--- config.mk ---
export PLATFORM = sky130hd
export DESIGN_NAME = latch_bank_4x8
export DESIGN_NICKNAME = d
export VERILOG_FILES = /design/src/rtl/latch_bank_4x8.sv
export SDC_FILE = /design/constraint.sdc
export NUM_CORES = 1
export LEC_CHECK = 0
export CORE_ASPECT_RATIO = 1.75
export CORE_MARGIN = 2
export CORE_UTILIZATION = 30
export CTS_BUF_LIST = sky130_fd_sc_hd__clkbuf_4
export DETAILED_ROUTE_END_ITERATION = 16
export PLACE_DENSITY_LB_ADDON = 0.1
export SYNTH_ARGS = -nofsm -noshare
export SYNTH_HDL_FRONTEND = slang
export SYNTH_SLANG_ARGS = --single-unit
--- constraint.sdc ---
create_clock -name clk -period 2 [get_ports clk]
set_input_delay 0.2 -clock clk [delete_from_list [all_inputs] [get_ports clk]]
set_output_delay 0.2 -clock clk [all_outputs]
set_load 0.1 [all_outputs]
--- src/rtl/latch_bank_4x8.sv ---
// Four-slot byte register bank with store-edge capture, valid flags and a scanned display output.
// Define LATCH_BANK_LOCK_EN for write-once slots and the extra wr_reject output.
module latch_bank_4x8 #(
    parameter int WIDTH    = 8,
    parameter int SCAN_DIV = 100000
) (
    input  logic             clk,
    input  logic             reset_n,
    input  logic [WIDTH-1:0] data_in,
    input  logic [1:0]       sel,
    input  logic             store,
    input  logic             clear,
    output logic [WIDTH-1:0] Q1,
    output logic [WIDTH-1:0] Q2,
    output logic [WIDTH-1:0] Q3,
    output logic [WIDTH-1:0] Q4,
    output logic [3:0]       valid,
    output logic             wr_ack,
`ifdef LATCH_BANK_LOCK_EN
    output logic             wr_reject,
`endif
    output logic [WIDTH-1:0] scan_data,
    output logic [1:0]       scan_idx
);

    localparam int CW = $clog2(SCAN_DIV + 1);
    localparam logic [CW-1:0] CNT_LAST = CW'(SCAN_DIV - 1);

    logic [WIDTH-1:0] slot_q [4];
    logic [3:0]       valid_q;
    logic             store_q;
    logic             wr_ack_q;
    logic             wr_reject_q;
    logic [CW-1:0]    cnt_q, cnt_d;
    logic [1:0]       idx_q, idx_d;
    logic             wr_event;
    logic             accept;

    // clear suppresses the write but store_q still tracks store below
    always_comb begin
        wr_event = store & ~store_q & ~clear;
`ifdef LATCH_BANK_LOCK_EN
        accept   = wr_event & ~valid_q[sel];
`else
        accept   = wr_event;
`endif
    end

    always_comb begin
        cnt_d = cnt_q + CW'(1);
        idx_d = idx_q;
        if (cnt_q == CNT_LAST) begin
            cnt_d = '0;
            idx_d = idx_q + 2'd1;
        end
    end

    always_ff @(posedge clk) begin
        if (!reset_n) begin
            for (int i = 0; i < 4; i++) slot_q[i] <= '0;
            valid_q     <= '0;
            store_q     <= 1'b0;
            wr_ack_q    <= 1'b0;
            wr_reject_q <= 1'b0;
            cnt_q       <= '0;
            idx_q       <= '0;
        end else begin
            store_q     <= store;
            wr_ack_q    <= accept;
            wr_reject_q <= wr_event & ~accept;
            cnt_q       <= cnt_d;
            idx_q       <= idx_d;
            if (clear) begin
                for (int i = 0; i < 4; i++) slot_q[i] <= '0;
                valid_q <= '0;
            end else if (accept) begin
                slot_q[sel]  <= data_in;
                valid_q[sel] <= 1'b1;
            end
        end
    end

    always_comb begin
        scan_data = slot_q[idx_q];
    end

    assign Q1       = slot_q[0];
    assign Q2       = slot_q[1];
    assign Q3       = slot_q[2];
    assign Q4       = slot_q[3];
    assign valid    = valid_q;
    assign wr_ack   = wr_ack_q;
    assign scan_idx = idx_q;
`ifdef LATCH_BANK_LOCK_EN
    assign wr_reject = wr_reject_q;
`else
    logic unused_reject;
    assign unused_reject = wr_reject_q;
`endif

endmodule
==> flow_metrics.tcl, run 1 <==
set metrics [dict create \
    syn_area_mm2 0.00257 \
    rsz0062_at_grt "no" \
    cts_buffers 9 \
    synth_cell_type_count 41 \
    finalCritPeriodShare_pct 93.1 \
    clkSlewWorstSetupHoldPaths_ns 0.09 \
    grt_overflow 0 \
    cp_top_family "multiplexers" \
    first_pass_iters 4 \
    n_antenna_cell 0 \
    path_max_fanout 8 \
    crit_buf_inv 2 \
    fin_ws_ns 0.139 \
    viasPerCell 4.48 \
    wl_met2_mm 3.32 \
    wl_met3_um 329 \
    clkSinkCount 59 \
    criticalPathCategory "reg2out" \
    setup-tns-final_ns 0 \
    dp_hpwl_mm 4.59 \
    drc 0 \
    initial_core_util_pct 31.0 \
    antenna_found_initial 0 \
    vias 1767 \
    syn_avg_cell_area_um2 12.7 \
    cts_setup_buffers 0 \
    crit_chain "buf_4 -> mux4_2 -> buf_12" \
    dieHeight_um 127 \
    synth_fp_nets 218 \
    ys_warn_count 0 \
    cts_tree "done" \
    yosys_register_bits 59 \
    cap_violations 0 \
    cp.arrival_ns 1.66 \
    drive_above_1_share_pct 32.3 \
    routed_wl_mm 5.77 \
    outcome "finished clean" \
    crit_path_end_kind "output pin" \
    max_slew.worst_pin.slew_ns 0.527 \
    maxSlewViolCount 0 \
    cts-root-buf "clkbuf_4" \
    hp-class "in2reg" \
    drt_iter0_drc 82 \
    cts-resized-gates 0 \
    final_nets 291 \
    relSlewSlack_pct 64.8 \
    hold_viol 0 \
    yosys.area.top_type_share_pct 37.3 \
    synth_edf_count 32 \
    area_growth_pct 34.7 \
    antenna_left 0 \
    post_drt_wl_per_cell_um 14.7 \
    dp_slack_ns 0.0305 \
    final-setup-viol-count 0 \
    synth.largest_area_cell "edfxtp_1" \
    cp_slowest_stage_delay_ns 0.56 \
    grt_use_total_pct 13.4 \
    period_needed_ns 1.86 \
    yosysSeqAreaShare_pct 58.3 \
    crit_slowest_cell "mux4_2" \
    m1WireLength_mm 2.05 \
    power_density_mw_per_mm2 759 \
    clkLatencyLatePin_ns 0.40 \
    start_kind "register" \
    dieArea_mm2 0.00937 \
    synth_top_flop_cell "edfxtp_1" \
    synth_area_leaders "edfxtp_1 (37%), dfxtp_1 (21%), mux4_2 (7.0%), and2_1 (6.8%), xor2_1 (3.4%)" \
    port_buffers 60 \
    cts.path.max_buffers 2 \
    grt_pass1_wl_mm 9.14 \
    fin_worst_skew_ns 0.0165 \
    leakage_uw 0.00143 \
    cts_hold_buf 0 \
    async_flop_share_pct 0 \
    pin_count 61 \
    grt_pass1_vias 1757 \
    core_region_area_mm2 0.00831 \
    htreeDepth 3 \
    top_layer "met4" \
    fp-row-count 44 \
    gp_congestion 0.740 \
    syn_inst 203 \
    grt_max_degree 17 \
    required_ns 1.80 \
    peakVddDrop_mv 0.369 \
    timing.fmax_ghz 0.537 \
    die_w_um 74.0 \
]
-- layout by cell type, fill, tap and decap left out, drive strengths merged, types with 4 or more instances in the layout --
master	count
buf	57
edfxtp	32
and2	29
dfxtp	27
nor2	19
clkdlybuf4s50	13
xor2	10
clkbuf	10
nand2	10
mux4	8
and3	8
nand4	8
nand3	5
o21ai	4
nand2b	4
and4	4
a21oi	4
-- synthesized netlist by cell type (all sizes together), types with 3 or more instances --
master and number:
a21oi 4, and2 29, and3 8, and4 4, buf 6, dfxtp 27
edfxtp 32, mux4 8, nand2 10, nand2b 4, nand3 5, nand4 8
nor2 19, o21a 3, o21ai 4, xnor2 3, xor2 10
-- final timing paths --
| path | from | to | slack, ns | cells past startpoint |
|---|---|---|---|---|
| setup / recovery | register | scan_data[7] | 0.14 | 3 |
| hold / removal | store | store_q | 0.45 | 2 |
| setup reg to reg | cnt_q[0] | cnt_q[2] | 0.30 | 5 |
| hold reg to reg | cnt_q[0] | cnt_q[0] | 0.47 | 1 |
-- through the flow --
stage | hold slack (ns) | cells | instance area, µm² | power (µW) | utilization [%]
2_1_floorplan | 0.344 | 203 | 2570 | 1720 | -
3_3_place_gp | 0.445 | 380 | 3350 | 1890 | 40.3
3_5_place_dp | 0.458 | 380 | 3350 | 1890 | 40.3
4_1_cts | 0.401 | 394 | 3470 | 2680 | 41.7
5_1_grt | 0.427 | 394 | 3470 | 2730 | 41.7
6_report | 0.446 | 394 | 3470 | 2630 | 41.7
-- cell type report --
| class | instances | area [µm²] |
|---|---|---|
| Clock inverter | 4 | 43.8 |
| Sequential cell | 59 | 1500 |
| Tap cell | 115 | 144 |
| Timing Repair Buffer | 70 | 683 |
| Multi-Input combinational cell | 134 | 1010 |
| Fill cell | 812 | 4840 |
| Inverter | 2 | 7.51 |
| Clock buffer | 10 | 75.1 |
-- logic make-up after synthesis --
family | after synthesis | share of synthesized area, %
flip-flops | 59 | 58.3
XOR/XNOR | 13 | 4.42
AND/OR/NAND/NOR | 99 | 24.2
buffers and inverters | 10 | 2.28
multiplexers | 9 | 7.39
AO/OA/AOI/OAI | 12 | 2.87
adder cells (fa/ha/maj) | 1 | 0.486
-- flip-flops by register name (all words and copies together) (netlist names), named ones only --
name	flops
slot_q	32
cnt_q	17
valid	4
scan_idx	2
store_q	1
wr_ack	1
-- routing by layer --
metal / global-route usage, % / vias to the layer above
met4: 6.74 / 0
met3: 3.42 / 7
met2: 24.7 / 49
li1: - / 883
met5: 0 / -
met1: 13.2 / 828
-- power by group --
group / internal [µW] / switching, µW / total (µW) / leakage (µW)
registers: 1310 / 24.7 / 1340 / 0.000578
clock network: 374 / 406 / 780 / 0.0000695
logic: 133 / 382 / 515 / 0.000780
total: 1820 / 812 / 2630 / 0.00143
Note: power is estimated with default switching activity, not from simulation.
==> run 2, diff against run 1 <==
--- a/config.mk
+++ b/config.mk
@@ -5,6 +5,7 @@
 export SDC_FILE = /design/constraint.sdc
 export NUM_CORES = 1
 export LEC_CHECK = 0
+export ABC_AREA = 1
 export CORE_ASPECT_RATIO = 1.75
 export CORE_MARGIN = 2
 export CORE_UTILIZATION = 30
==> run 2 against run 1 <==
Against the previous run:
- sequential power barely moved
- critical path depth up 1
- final area increased by 4.8%
- hold slack got worse by 0.081 ns
- register-to-register slack got worse by 0.02 ns
- core utilization increased by 2.0 points
- critical endpoint is now scan_data[0]
- largest power group unchanged
==> flow_metrics.tcl, run 2 <==
set metrics [dict create \
    min_from "store" \
    required_ns 1.80 \
    viasPerCell 4.48 \
    area_growth_pct 41.6 \
    finalCritPeriodShare_pct 89.8 \
    dieArea_mm2 0.00934 \
    layout_common_cells "nor2_1 (81), buf_4 (43), nand2_1 (37)" \
    timing.fmax_ghz 0.557 \
    final-setup-viol-count 0 \
    r2r_end "cnt_q[15]" \
    synth_most_common_cell "nor2_1" \
    yosys.area.top_type_share_pct 37.4 \
    path_max_fanout 9 \
    criticalPathCategory "reg2out" \
    fillers 834 \
    period_needed_ns 1.80 \
    max_flop_register "slot_q" \
    fin_worst_skew_ns 0.0124 \
    post_drt_wl_per_cell_um 14.1 \
    placed_cells 472 \
    ys_top_cells_by_count "nor2_1 (81), inv_1 (37), nand2_1 (37)" \
    grt_pass1_wl_mm 11.0 \
    dieHeight_um 126 \
    drive_above_1_share_pct 22.2 \
    vias 2191 \
    n_antenna_cell 0 \
    cap_violations 0 \
    clkLatencyLatePin_ns 0.40 \
    pin_count 61 \
    synth_top_flop_cell "edfxtp_1" \
    mostFrequentLayoutCell "nor2_1" \
    synth.largest_area_cell "edfxtp_1" \
    yosys_register_bits 59 \
    setup-tns-final_ns 0 \
    htreeDepth 3 \
    final_util_pct 43.7 \
    syn_avg_cell_area_um2 8.73 \
    start_kind "register" \
    clkSinkCount 59 \
    maxSlewViolCount 0 \
    max_slew.worst_pin.slew_ns 0.425 \
    hold_end "store_q" \
    power_density_mw_per_mm2 770 \
    grt_use_total_pct 15.7 \
    ys_warn_count 0 \
    hp-class "in2reg" \
    leakage_uw 0.00150 \
    fp-row-count 44 \
    clkSlewWorstSetupHoldPaths_ns 0.10 \
    rsz0062_at_grt "no" \
    first_pass_iters 4 \
    port_buffers 60 \
    cp.arrival_ns 1.60 \
    drt_iter0_drc 91 \
    crit_path_end_kind "output pin" \
    synth_fp_nets 309 \
    die_w_um 73.9 \
    peakVddDrop_mv 0.362 \
    synth_area_leaders "edfxtp_1 (37%), dfxtp_1 (21%), nor2_1 (12%), inv_1 (5.4%), nand2_1 (5.4%)" \
    syn_inst 294 \
    r2r_start "cnt_q[0]" \
    cts-root-buf "clkbuf_4" \
    final_nets 384 \
    largest_reg_flops 32 \
    dp_hpwl_mm 5.33 \
    hold-worst-slack_ns 0.365 \
    worst-r2r-cell-count 10 \
    grt_max_degree 18 \
    async_flop_share_pct 0 \
    routed_wl_mm 6.89 \
    cts_buffers 9 \
    antenna_found_initial 0 \
    initial_core_util_pct 30.9 \
    stdcell_count 489 \
    gp_congestion 0.917 \
    outcome "finished clean" \
    syn_area_mm2 0.00257 \
    cts_tree "done" \
    reg2reg_slack_ns 0.28 \
    holdPathStages 3 \
    hold_viol 0 \
    core_region_area_mm2 0.00831 \
    antenna_left 0 \
    cts.path.max_buffers 2 \
    relSlewSlack_pct 71.6 \
    synth_cell_type_count 22 \
    yosysSeqAreaShare_pct 58.5 \
    grt_pass1_vias 2255 \
    drc 0 \
    synth_edf_count 32 \
    grt_overflow 0 \
]
-- run 2: cell count changes in the layout (fill, tap and decap cells not counted), sizes merged, moves of 6 or more --
cell	before	now
inv	2	36
and3	8	0
mux4	8	0
o22ai	0	8
o21ai	4	17
nor3	1	7
and2	29	0
nand2	10	38
nand3	5	18
nor2	19	82
-- run 2: where the power goes --
part           total, µW  switching [µW]  internal, µW
Combinational        515             391           124
Sequential          1340            25.2          1310
Clock                945             433           511
-- run 2: metal layers --
metal  up-vias  global-route usage [%]  wire length, µm
met5         -                       0                0
met4         0                    6.95              151
met1      1018                    15.8             2510
met3        12                    2.94              212
met2        48                    29.8             4020
li1       1113                       -                -
-- run 2: cell type report --
cell class              count  area, µm²  area share, %
clock buffers              10       75.1           2.06
clock inverters             6       80.1           2.20
inverters                  37        143           3.92
multi-input cells         195       1020           28.0
flip-flops and latches     59       1500           41.3
well taps                 115        144           3.96
repair buffers             67        673           18.5
-- run 2: repair_timing --
action                     4_1_cts  5_1_grt
hold buffers                     0        0
gates resized for setup          0        2
setup endpoints to repair        0        8
buffers inserted                 0        1
-- run 2: kinds of logic after synthesis --
group	count (synthesis)	synth area share (%)
AO/OA/AOI/OAI	34	7.02
XOR/XNOR	7	2.39
adder cells (fa/ha/maj)	1	0.487
buffers and inverters	40	6.14
flip-flops	59	58.5
AND/OR/NAND/NOR	153	25.5
-- run 2: critical path, cell delays in order, from the launching register on --
cell	delay, ns
dfxtp_2	0.40
inv_1	0.25
o21ai_1	0.17
o22ai_4	0.18
buf_12	0.20
-- run 2: through the flow --
stage | total power, µW | cell area [µm²] | worst slack (ns)
6_report | 2800 | 3640 | 0.205
5_1_grt | 2900 | 3640 | 0.0633
4_1_cts | 2840 | 3610 | 0.00402
3_5_place_dp | 1890 | 3460 | 0.118
3_3_place_gp | 1890 | 3460 | 0.164
2_1_floorplan | 1730 | 2680 | 0.0379
-- run 2: worst max path at each step --
| stage | startpoint | end | cells past startpoint | slack, ns |
|---|---|---|---|---|
| 2_1_floorplan | slot_q[1][0] | scan_data[0] | 2 | 0.04 |
| 3_3_place_gp | clear | slot_q[0][0] | 5 | 0.16 |
| 6_report | register | scan_data[0] | 4 | 0.20 |
| 3_5_place_dp | clear | slot_q[0][0] | 5 | 0.12 |
| 4_1_cts | register | scan_data[2] | 4 | 0.004 |
| 5_1_grt | cnt_q[0] | cnt_q[15] | 10 | 0.06 |
==> run 3, diff against run 2 <==
==> constraint.sdc (replaced) <==
create_clock -name clk -period 2.25 [get_ports clk]
set_input_delay 0.225 -clock clk [delete_from_list [all_inputs] [get_ports clk]]
set_output_delay 0.225 -clock clk [all_outputs]
set_load 0.1 [all_outputs]
==> run 3 against run 2 <==
Against the previous run:
- global-route usage shrank 0.56 points
- core utilization shrank 1.9 points
- via count shrank 1.8%
- sequential share of layout area grew 1.9 points
- count of clock-buffer cells in the layout grew 2
- combinational power shrank 14%
- final cell count shrank 1.0%
- sequential cell count is the same
- hold slack gained 0.029 ns
- largest power group unchanged
==> flow_metrics.tcl, run 3 (synthesized netlist as in run 2, its figures left out) <==
set metrics [dict create \
    outcome "finished clean" \
    hp-class "in2reg" \
    finalCritPeriodShare_pct 83.9 \
    leakage_uw 0.00146 \
    mostFrequentLayoutCell "nor2_1" \
    criticalPathCategory "reg2out" \
    port_buffers 60 \
    top_layer "met4" \
    worst-r2r-cell-count 10 \
    wl_met2_mm 3.81 \
    place_area_mm2 0.00334 \
    drt_iter0_drc 93 \
    design_area_mm2 0.00347 \
    wl_met3_um 234 \
    grt_pass1_wl_mm 10.5 \
    reg2reg_slack_ns 0.50 \
    grt_overflow 0 \
    dieArea_mm2 0.00934 \
    grt_use_total_pct 15.2 \
    htreeDepth 3 \
    cp.arrival_ns 1.66 \
    post_drt_wl_per_cell_um 13.6 \
    r2r_end "cnt_q[15]" \
    antenna_found_initial 0 \
    setup-tns-final_ns 0 \
    maxSlewViolCount 0 \
    core_region_area_mm2 0.00831 \
    fillers 841 \
    largest_reg_flops 32 \
    first_pass_iters 4 \
    pin_count 61 \
    cp_top_family "flip-flops" \
    start_kind "register" \
    initial_core_util_pct 30.9 \
    clkLatencyLatePin_ns 0.42 \
    final_nets 379 \
    crit_slowest_cell "dfxtp_1" \
    hold_viol 0 \
    layout_common_cells "nor2_1 (81), buf_4 (41), inv_1 (37), nand2_1 (37), edfxtp_1 (32)" \
    relSlewSlack_pct 69.7 \
    fin_worst_skew_ns 0.0102 \
    clkSlewWorstSetupHoldPaths_ns 0.09 \
    viasPerCell 4.44 \
    cts_setup_buffers 0 \
    critPathCapture "scan_data[3]" \
    path_max_fanout 9 \
    gp_congestion 0.856 \
    routed_wl_mm 6.58 \
    final_util_pct 41.8 \
    cp.depth 4 \
    required_ns 2.03 \
    power_density_mw_per_mm2 683 \
    cts_hold_buf 0 \
    dp_hpwl_mm 5.25 \
    dieHeight_um 126 \
    max_slew.worst_pin.slew_ns 0.453 \
    max_flop_register "slot_q" \
    grt_max_degree 18 \
    cts_buffers 9 \
    m1WireLength_mm 2.34 \
    grt_pass1_vias 2142 \
    final-setup-viol-count 0 \
    cp_slowest_stage_delay_ns 0.54 \
    cts-resized-gates 0 \
    multi_input_area_um2 958 \
    r2r_start "cnt_q[0]" \
    n_antenna_cell 0 \
    antenna_left 0 \
    cts_tree "done" \
    crit_chain "inv_1 -> o21ai_0 -> o22ai_2 -> buf_12" \
    cap_violations 0 \
    vias 2151 \
    drive_above_1_share_pct 20.9 \
    seqCellArea_mm2 0.00150 \
    crit_buf_inv 2 \
    die_w_um 73.9 \
    clkSinkCount 59 \
    crit_path_end_kind "output pin" \
    peakVddDrop_mv 0.269 \
    drc 0 \
    period_needed_ns 1.89 \
    area_growth_pct 35.3 \
    rsz0062_at_grt "no" \
    cts.path.max_buffers 2 \
    timing.fmax_ghz 0.530 \
    fp-row-count 44 \
    cts-root-buf "clkbuf_4" \
]
## run 3: changes by cell type in the layout (fill, tap and decap cells not counted), moves of 3 or more
cell	delta
o21ai_1	-16
buf_12	-3
o22ai_2	+8
o22ai_4	-8
o21ai_0	+16
## run 3: worst min path at each step
stage	start	endpoint	slack, ns	depth (start not counted)
3_3_place_gp	cnt_q[0]	cnt_q[0]	0.43	1
6_report	store	store_q	0.39	3
4_1_cts	store	store_q	0.37	3
3_5_place_dp	cnt_q[0]	cnt_q[0]	0.44	1
2_1_floorplan	clear	wr_ack	0.31	1
5_1_grt	store	store_q	0.41	3
## run 3: routing by layer
metal | up-vias | global-route usage, %
met3 | 12 | 2.22
li1 | 1107 | -
met1 | 984 | 15.4
met2 | 48 | 27.9
met5 | - | 0
met4 | 0 | 9.09
## run 3: worst register-to-register path, stage by stage (launching register included)
cell and delay [ns]:
dfxtp_1 0.36, ha_1 0.22, nand3_2 0.15, inv_1 0.16, nand2_1 0.08, nor2_2 0.15
nand2_1 0.09, nand2_2 0.29, inv_1 0.08, nand2_1 0.06, inv_1 0.03
## run 3: metrics by stage
step	setup WS [ns]	hold slack, ns	total power, µW	cells
6_report	0.362	0.394	2370	484
5_1_grt	0.263	0.406	2450	484
4_1_cts	0.340	0.373	2400	484
3_5_place_dp	0.262	0.438	1660	468
3_3_place_gp	0.282	0.427	1660	468
2_1_floorplan	0.0212	0.311	1530	294
## run 3: cell type report
| cell class | count | share of cell area (%) |
|---|---|---|
| Clock inverter | 4 | 1.26 |
| Inverter | 37 | 4.00 |
| Multi-Input combinational cell | 195 | 27.6 |
| Timing Repair Buffer | 62 | 17.2 |
| Clock buffer | 12 | 2.59 |
| Tap cell | 115 | 4.14 |
| Sequential cell | 59 | 43.2 |
## run 3: where the power goes
group	internal, µW	switching, µW	total [µW]	leakage, µW
clock network	370	371	741	0.0000787
registers	1170	22.3	1190	0.000578
logic	100	342	442	0.000805
